File: config.mk
export PLATFORM = sky130hd
export DESIGN_NAME = serial_bus_slave_port
export DESIGN_NICKNAME = d
export VERILOG_FILES = /design/src/rtl/bus_pkg.sv /design/src/rtl/serial_shift_reg.sv /design/src/rtl/serial_bus_slave_port.sv
export SDC_FILE = /design/constraint.sdc
export NUM_CORES = 1
export LEC_CHECK = 0
export CAP_MARGIN = 20
export CORE_MARGIN = 1.5
export CORE_UTILIZATION = 35
export DETAILED_ROUTE_END_ITERATION = 16
export DONT_BUFFER_PORTS = 1
export GPL_TIMING_DRIVEN = 1
export PLACE_DENSITY = 0.54
export SLEW_MARGIN = 20
export SYNTH_ARGS = -nofsm -noshare
export SYNTH_HDL_FRONTEND = slang
export SYNTH_SLANG_ARGS = --single-unit
File: constraint.sdc
create_clock -name clk -period 2.4 [get_ports clk]
set_clock_uncertainty 0.2 [all_clocks]
set_input_delay 0.36 -clock clk [delete_from_list [all_inputs] [get_ports clk]]
set_output_delay 0.36 -clock clk [all_outputs]
set_load 0.01 [all_outputs]
File: src/rtl/bus_pkg.sv
// Shared definitions for both ends of the serial master/slave bus:
// frame state encoding, read/write bit values and default frame geometry.
package bus_pkg;

  localparam int unsigned DEF_ADDR_WIDTH = 12;
  localparam int unsigned DEF_DATA_WIDTH = 8;
  localparam int unsigned DEF_TIMEOUT    = 16;

  localparam logic RW_READ  = 1'b1;
  localparam logic RW_WRITE = 1'b0;

  typedef enum logic [2:0] {
    ST_IDLE,
    ST_ADDR,
    ST_WDATA,
    ST_WRITE,
    ST_RREQ,
    ST_RWAIT,
    ST_RDATA,
    ST_DONE
  } slave_state_e;

  function automatic int unsigned max_u(input int unsigned a, input int unsigned b);
    return (a > b) ? a : b;
  endfunction

endpackage

File: src/rtl/serial_shift_reg.sv
// LSB-first serial shift register with parallel load. Shifting moves bit n+1
// into bit n and inserts sin at the MSB; nxt is the value after this edge.
module serial_shift_reg #(
  parameter int unsigned WIDTH = 8
) (
  input  logic             clk,
  input  logic             rst_n,
  input  logic             load,
  input  logic             shift,
  input  logic             sin,
  input  logic [WIDTH-1:0] d,
  output logic [WIDTH-1:0] nxt
);

  logic [WIDTH-1:0] q_q;
  logic [WIDTH-1:0] q_d;

  always_comb begin
    q_d = q_q;
    if (load) begin
      q_d = d;
    end else if (shift) begin
      q_d = {sin, q_q[WIDTH-1:1]};
    end
  end

  always_ff @(posedge clk) begin
    if (!rst_n) begin
      q_q <= '0;
    end else begin
      q_q <= q_d;
    end
  end

  assign nxt = q_d;

endmodule

File: src/rtl/serial_bus_slave_port.sv
// Slave end of the serial bus: deserialises a read/write frame, performs one
// access on the local synchronous memory and serialises read data back.
module serial_bus_slave_port
  import bus_pkg::*;
#(
  parameter int unsigned ADDR_WIDTH = DEF_ADDR_WIDTH,
  parameter int unsigned DATA_WIDTH = DEF_DATA_WIDTH,
  parameter int unsigned TIMEOUT    = DEF_TIMEOUT
) (
  input  logic                  clk,
  input  logic                  reset,
  input  logic                  s_valid,
  input  logic                  s_rw,
  input  logic                  s_din,
  output logic                  s_ready,
  output logic                  s_dout,
  output logic                  s_dout_valid,
  output logic                  done,
  output logic [ADDR_WIDTH-1:0] mem_addr,
  output logic [DATA_WIDTH-1:0] mem_wdata,
  output logic                  mem_we,
  output logic                  mem_re,
  input  logic [DATA_WIDTH-1:0] mem_rdata
);

  localparam int unsigned CNT_W = $clog2(max_u(ADDR_WIDTH, DATA_WIDTH) + 1);
  localparam int unsigned TO_W  = $clog2(TIMEOUT + 1);
  localparam logic [CNT_W-1:0] ADDR_LAST = CNT_W'(ADDR_WIDTH - 1);
  localparam logic [CNT_W-1:0] DATA_LAST = CNT_W'(DATA_WIDTH - 1);
  localparam logic [TO_W-1:0]  TO_LAST   = TO_W'(TIMEOUT - 1);

  slave_state_e          state_q, state_d;
  logic                  rw_q, rw_d;
  logic [CNT_W-1:0]      cnt_q, cnt_d;
  logic [TO_W-1:0]       to_q, to_d;
  logic [ADDR_WIDTH-1:0] mem_addr_q, mem_addr_d;
  logic [DATA_WIDTH-1:0] mem_wdata_q, mem_wdata_d;
  logic                  mem_we_q, mem_we_d;
  logic                  mem_re_q, mem_re_d;
  logic                  done_q, done_d;
  logic                  s_dout_q, s_dout_d;
  logic                  s_dout_valid_q, s_dout_valid_d;

  logic                  addr_shift, wdata_shift, rd_load, rd_shift;
  logic [ADDR_WIDTH-1:0] addr_nxt;
  logic [DATA_WIDTH-1:0] wdata_nxt, rd_nxt;
  logic                  unused_rd_hi;

  serial_shift_reg #(.WIDTH(ADDR_WIDTH)) u_addr_sr (
    .clk(clk), .rst_n(reset), .load(1'b0), .shift(addr_shift),
    .sin(s_din), .d('0), .nxt(addr_nxt)
  );

  serial_shift_reg #(.WIDTH(DATA_WIDTH)) u_wdata_sr (
    .clk(clk), .rst_n(reset), .load(1'b0), .shift(wdata_shift),
    .sin(s_din), .d('0), .nxt(wdata_nxt)
  );

  serial_shift_reg #(.WIDTH(DATA_WIDTH)) u_rdata_sr (
    .clk(clk), .rst_n(reset), .load(rd_load), .shift(rd_shift),
    .sin(1'b0), .d(mem_rdata), .nxt(rd_nxt)
  );

  // Only bit 0 of the read shifter leaves the block.
  assign unused_rd_hi = ^rd_nxt[DATA_WIDTH-1:1];

  always_comb begin
    state_d     = state_q;
    rw_d        = rw_q;
    cnt_d       = cnt_q;
    to_d        = to_q;
    mem_addr_d  = mem_addr_q;
    mem_wdata_d = mem_wdata_q;
    addr_shift  = 1'b0;
    wdata_shift = 1'b0;
    rd_load     = 1'b0;
    rd_shift    = 1'b0;

    unique case (state_q)
      ST_IDLE: begin
        if (s_valid) begin
          rw_d    = s_rw ? RW_READ : RW_WRITE;
          cnt_d   = '0;
          to_d    = '0;
          state_d = ST_ADDR;
        end
      end
      ST_ADDR: begin
        if (s_valid) begin
          to_d       = '0;
          addr_shift = 1'b1;
          if (cnt_q == ADDR_LAST) begin
            cnt_d      = '0;
            mem_addr_d = addr_nxt;
            state_d    = (rw_q == RW_WRITE) ? ST_WDATA : ST_RREQ;
          end else begin
            cnt_d = cnt_q + CNT_W'(1);
          end
        end else if (to_q == TO_LAST) begin
          to_d    = '0;
          state_d = ST_IDLE;
        end else begin
          to_d = to_q + TO_W'(1);
        end
      end
      ST_WDATA: begin
        if (s_valid) begin
          to_d        = '0;
          wdata_shift = 1'b1;
          if (cnt_q == DATA_LAST) begin
            cnt_d       = '0;
            mem_wdata_d = wdata_nxt;
            state_d     = ST_WRITE;
          end else begin
            cnt_d = cnt_q + CNT_W'(1);
          end
        end else if (to_q == TO_LAST) begin
          to_d    = '0;
          state_d = ST_IDLE;
        end else begin
          to_d = to_q + TO_W'(1);
        end
      end
      ST_WRITE: state_d = ST_DONE;
      ST_RREQ:  state_d = ST_RWAIT;
      ST_RWAIT: begin
        rd_load = 1'b1;
        cnt_d   = '0;
        state_d = ST_RDATA;
      end
      ST_RDATA: begin
        rd_shift = 1'b1;
        if (cnt_q == DATA_LAST) begin
          cnt_d   = '0;
          state_d = ST_DONE;
        end else begin
          cnt_d = cnt_q + CNT_W'(1);
        end
      end
      ST_DONE:  state_d = ST_IDLE;
      default:  state_d = ST_IDLE;
    endcase

    // Strobes are registered off the next state so they line up with it.
    mem_we_d       = (state_d == ST_WRITE);
    mem_re_d       = (state_d == ST_RREQ);
    done_d         = (state_d == ST_DONE);
    s_dout_valid_d = (state_d == ST_RDATA);
    s_dout_d       = (state_d == ST_RDATA) ? rd_nxt[0] : 1'b0;
  end

  always_ff @(posedge clk) begin
    if (!reset) begin
      state_q        <= ST_IDLE;
      rw_q           <= RW_WRITE;
      cnt_q          <= '0;
      to_q           <= '0;
      mem_addr_q     <= '0;
      mem_wdata_q    <= '0;
      mem_we_q       <= 1'b0;
      mem_re_q       <= 1'b0;
      done_q         <= 1'b0;
      s_dout_q       <= 1'b0;
      s_dout_valid_q <= 1'b0;
    end else begin
      state_q        <= state_d;
      rw_q           <= rw_d;
      cnt_q          <= cnt_d;
      to_q           <= to_d;
      mem_addr_q     <= mem_addr_d;
      mem_wdata_q    <= mem_wdata_d;
      mem_we_q       <= mem_we_d;
      mem_re_q       <= mem_re_d;
      done_q         <= done_d;
      s_dout_q       <= s_dout_d;
      s_dout_valid_q <= s_dout_valid_d;
    end
  end

  assign s_ready      = (state_q == ST_IDLE);
  assign s_dout       = s_dout_q;
  assign s_dout_valid = s_dout_valid_q;
  assign done         = done_q;
  assign mem_addr     = mem_addr_q;
  assign mem_wdata    = mem_wdata_q;
  assign mem_we       = mem_we_q;
  assign mem_re       = mem_re_q;

endmodule

After elaboration in Yosys (flattened, before gate mapping). Cells that the tools add are included.

Latch bits: 0. Input port bits: 13. Flip-flop bits (word level): 66. Memory bits (read-only): 0. Output and inout port bits: 26. Memory bits (writable): 0. Word-level logic and storage cells: 74. Memories: 0.

Bitwise operators: 0. Multiplexer cells: 29. Reduce and logical (&&, ||, !) cells: 11. $mul: 0. Shifts and indexed selects: 0. Add/sub/neg operators: 2. Div/mod/pow operators: 0. Equal/unequal tests: 17. Order comparisons: 0.

Operators with widths (count): $mux W3 (8); $mux W8 (3); $pmux W3 S8 (1); $eq A3 B3 Y1 const B (7); $mux W4 (5); $pmux W4 S5 (1); $mux W5 (3); $mux W12 (1); $pmux W5 S2 (1); $eq A3 B2 Y1 const B (3); $mux W1 (6); $ne A2 B2 Y1 const B (3); $reduce_and A2 Y1 (3); $reduce_and A3 Y1 (2); $add A5 B1 Y5 const B (1); $eq A5 B4 Y1 const B (1); $reduce_bool A5 Y1 (1); $add A4 B1 Y4 const B (1); $eq A4 B3 Y1 const B (1); $eq A4 B4 Y1 const B (1); $reduce_and A4 Y1 (1); $reduce_bool A2 Y1 (2); $eq A3 B1 Y1 const B (1); $logic_not A3 Y1 (1); $reduce_or A2 Y1 (1).

Longest topological paths before layout.
Depth after elaboration: 6. Depth in mapped cells: 7.

Cells and area by module. Synthesis repeated with hierarchy kept, for this count alone.

Cells, all modules: 342. Area total of the unflattened synthesis: 3253.1 µm².

Modules (own cells, without submodules): serial_bus_slave_port (cells an instance 187, times used 1, area each 1752.9 µm²); serial_shift_reg at u_rdata_sr ... (cells an instance 44, times used 2, area each 440.4 µm²); serial_shift_reg at u_addr_sr (cells an instance 67, times used 1, area each 619.3 µm²).

Worst setup path after synthesis. OpenSTA, ideal clock, no wires.

Path type: register -> register. Start point: register cnt_q[0]. End point: register s_dout_q (netlist: s_dout). Arrival: 1.467 ns. Slack: 0.646 ns. Clock period less this slack: 1.754 ns. Path buffers: 1. Cell stages (with the launch flop): 7. Cells stage by stage: dfxtp_1 ha_1 nand3b_1 or2_0 clkbuf_1 o221a_4 nor4_2.

Cells in the longest elaborated chain, start to end: 6.

RTL lines: start: declaration (RTL line serial_bus_slave_port.sv:34) `logic [CNT_W-1:0] cnt_q, cnt_d;`; start signal: assignment (RTL line serial_bus_slave_port.sv:168) `cnt_q <= cnt_d;`; $eq A4 B3 Y1 / $eq A4 B4 Y1 (equally long branches) (RTL line serial_bus_slave_port.sv:110, serial_bus_slave_port.sv:133, serial_bus_slave_port.sv:92); $mux W3, on equally long branches (RTL line serial_bus_slave_port.sv:110, serial_bus_slave_port.sv:92); $mux W3, on equally long branches (RTL line serial_bus_slave_port.sv:107, serial_bus_slave_port.sv:89); $pmux W3 S8 (*) (RTL line serial_bus_slave_port.sv:79) `unique case (state_q)`; $eq A3 B3 Y1 (*) (RTL line serial_bus_slave_port.sv:149) `s_dout_d = (state_d == ST_RDATA) ? rd_nxt[0] : 1'b0;`; $reduce_and A2 Y1 (no line) (*); end signal: assignment (RTL line serial_bus_slave_port.sv:175) `s_dout_q <= s_dout_d;`; end: declaration (RTL line serial_bus_slave_port.sv:41) `logic s_dout_q, s_dout_d;`.

Mark *: on every way between the ends. The rest lies on a longest branch, timed or not. A chain may end at the register's enable or synchronous reset.

Final worst setup path.
Start point: register state_q[0]. End point: register mem_re_q (netlist: mem_re).

Cells in the longest elaborated chain, start to end: 4.

RTL lines: start: declaration (RTL line serial_bus_slave_port.sv:32) `slave_state_e state_q, state_d;`; start signal: assignment (RTL line serial_bus_slave_port.sv:166) `state_q <= state_d;`; $mux W3, on equally long branches; $mux W3, on equally long branches (RTL line serial_bus_slave_port.sv:107, serial_bus_slave_port.sv:89); $pmux W3 S8 (*) (RTL line serial_bus_slave_port.sv:79); $eq A3 B3 Y1 (*) (RTL line serial_bus_slave_port.sv:146) `mem_re_d = (state_d == ST_RREQ);`; end signal: assignment (RTL line serial_bus_slave_port.sv:173) `mem_re_q <= mem_re_d;`; end: declaration (RTL line serial_bus_slave_port.sv:39) `logic mem_re_q, mem_re_d;`.

Marked as above.

==> flow_summary.yaml <==
clock_tree:
  cts-root-buf: "clkbuf_8"
  h-tree-depth: 3
  cts_resized: 0
  cts.sinks: 64
  cts.reportedPaths.clkPinSlew_ns: 0.07
  clockBufferDepth: 2
  clock_latency_ns: 0.35
  cts_buffers: 9
  cts_tree: "yes"
placed_design:
  routabilityCongestion: 0.739
  hpwl_um: 4010
  port_buffers: 0
power:
  power_density_nw_per_um2: 746
  clkPwrFrac_pct: 50.0
  p_leak_nw: 1.02
  switching_share_pct: 21.9
  combPwrFrac_pct: 3.9
  p_switching_mw: 0.512
  pwr-share-seq_pct: 46.1
  p_int_mw: 1.82
  fin_total_pwr_mw: 2.33
  peakVddDrop_uv: 301
yosys:
  synth_most_common_cell: "nand2_1"
  synthCells: 323
  ys_seq_area_share_pct: 46.5
  synth-seq-cells: 64
  synth_top_area_share_pct: 46.5
  synthTopCellsByCount: "nand2_1 (67), dfxtp_1 (64), a21oi_1 (45)"
  synth_fp_nets: 338
  yosys.cell_types.count: 51
  synth.top_cells.by_area: "dfxtp_1 (46%), nand2_1 (9.1%), a21oi_1 (8.2%)"
  avgSynthCellArea_um2: 8.53
  ys_warn_count: 0
  yosys_most_used_dff: "dfxtp_1"
  synth_edf_count: 0
  synth_top_area_cell: "dfxtp_1"
  netlist_area_um2: 2760
  async_flop_share_pct: 0
drt:
  wl_um: 6170
  drt-pass1-iter-count: 5
  wl_per_cell_um: 14.4
  viasPerCell: 5.20
  drtIter0Drc: 137
  vias: 2235
  drcViolationCount: 0
  drtAntennaViolNets: 0
sta:
  finalSetupViolCount: 0
  finalHoldViolations: 0
  grt_setup_unrepaired: "false"
  period_share_pct: 87.1
  tns_ns: 0
  worst_hold_slack_ns: 0.0360
  relSlewSlack_pct: 50.1
  post-route-min-period_ns: 2.09
  worst_slew_pin_slew_ns: 0.746
  fmax_ghz: 0.479
  slew_viol_final: 0
layout:
  fill_cells: 821
  seqCellArea_um2: 1280
  final_nets: 338
  drive_above_1_share_pct: 10.7
  multi_input_area_um2: 1350
  num_antenna_cells: 0
  areaGrowthSynthToFinish_pct: 13.5
critical_path:
  crit_required_ns: 2.46
  crit_arrival_ns: 2.15
  path_max_fanout: 14
  slowest_delay_ns: 0.60
  critPathSlowestCell: "dfxtp_1"
  critPathCaptureType: "flip-flop"
  path_class: "reg2reg"
  crit_buf_inv: 0
  worstPathCellList: "nand4bb_4 > or3_1 > a21o_1 > nor3_1"
  path_delay_family: "simple AND/OR/NAND/NOR gates"
  critPathLaunchType: "flip-flop"
run:
  maxCapViolations: 0
floorplanning:
  start_util_pct: 35.9
  core_um2: 7690
  rows: 32
  fp.dieW_um: 91.7
  die-area_um2: 8420
  die-height_um: 91.7
  io_pins: 39
grt:
  gr-total-overflow: 0
  grt_max_degree: 48
  grt_pass1_vias: 2132
  grt_pass1_wl_um: 10400
  track_usage_pct: 15.7
  antenna_found_initial: 0
worst_hold_path:
  hold_path.class: "in2reg"
outcome:
  status: "completed"
[flip-flops by register name, summed over array words and instances, names as in the netlist]
name,count
s_dout_valid,1
u_wdata_sr.q_q,7
s_dout,1
u_addr_sr.q_q,11
mem_re,1
to_q,5
mem_we,1
cnt_q,4
mem_addr,12
done,1
state_q,3
rw_q,1
u_rdata_sr.q_q,8
mem_wdata,8
[what timing repair did]
action | 4_1_cts | 5_1_grt
buffers inserted | 0 | 0
hold buffers | 3 | 0
endpoints found under the hold margin | 17 | 0
[cell type report]
type | instances | share of cell area (%)
clock inverter | 6 | 3.72
clock buffer | 10 | 4.40
multi-input combinational | 230 | 43.1
timing repair buffer | 11 | 2.88
inverter | 7 | 0.840
sequential | 64 | 41.0
tap | 102 | 4.08
[kinds of logic after synthesis]
logic type               Yosys count  synth area share, %
flip-flops                        64                 46.5
multiplexers                      10                 3.63
XOR/XNOR                           2                0.636
buffers and inverters             29                 4.58
AO/OA/AOI/OAI                     81                 18.9
AND/OR/NAND/NOR                  135                 24.9
adder cells (fa/ha/maj)            2                0.908
[cells in the final DEF (no fill, tap or decap), types with 2 or more instances in the layout]
master          n
o221ai_1        8
o22ai_1         6
a211oi_1        2
nor3b_1         3
a21oi_1        45
nand2b_1        3
or3_1           2
a211o_1         2
bufinv_16       3
mux2i_1        10
dfxtp_1        64
nand3b_1        3
o21ai_0         6
buf_4           8
ha_1            2
nand4b_1        4
clkbuf_8       10
nand2_1        67
inv_1           6
xnor2_1         2
clkinv_4        3
nand4_1         3
and2_1          2
nor3b_2         2
nor3_1          7
nor2_1         21
nand3_1         7
dlygate4sd3_1   3
[per-stage QoR]
stage	utilization, %	worst slack (ns)	std cells	cell area (µm²)
2_1_floorplan	-	0.646	323	2760
3_3_place_gp	37.0	0.328	411	2840
5_1_grt	40.7	0.0756	430	3130
4_1_cts	40.7	0.256	430	3130
3_5_place_dp	37.0	0.285	411	2840
6_report	40.7	0.311	430	3130
[final timing paths]
check	to	from	slack (ns)	cells after the start
worst max-delay path	mem_re	state_q[0]	0.31	4
worst min register to register	to_q[4]	to_q[4]	0.26	2
worst max register to register	mem_re	state_q[0]	0.31	4
worst min-delay path	u_rdata_sr.q_q[5]	mem_rdata[5]	0.04	2
[routing by layer]
layer  part of all wire [%]  wire length [µm]  global-route usage [%]  vias up
li1                       -                 -                       -     1138
met1                     50              3110                    21.2     1044
met2                     43              2660                    22.6       42
met3                    4.6               282                    4.39       11
met4                    2.0               125                    8.72        0
met5                      0                 0                       0        -
[power groups by stage]
stage          registers, mW  logic (mW)  clock network (mW)
2_1_floorplan           1.10      0.0751                   0
4_1_cts                 1.08      0.0915                1.20
3_3_place_gp            1.10      0.0841                   0
5_1_grt                 1.08       0.102                1.25
6_report                1.08      0.0910                1.17
3_5_place_dp            1.10      0.0834                   0
Power figures use the tool's default switching activity.
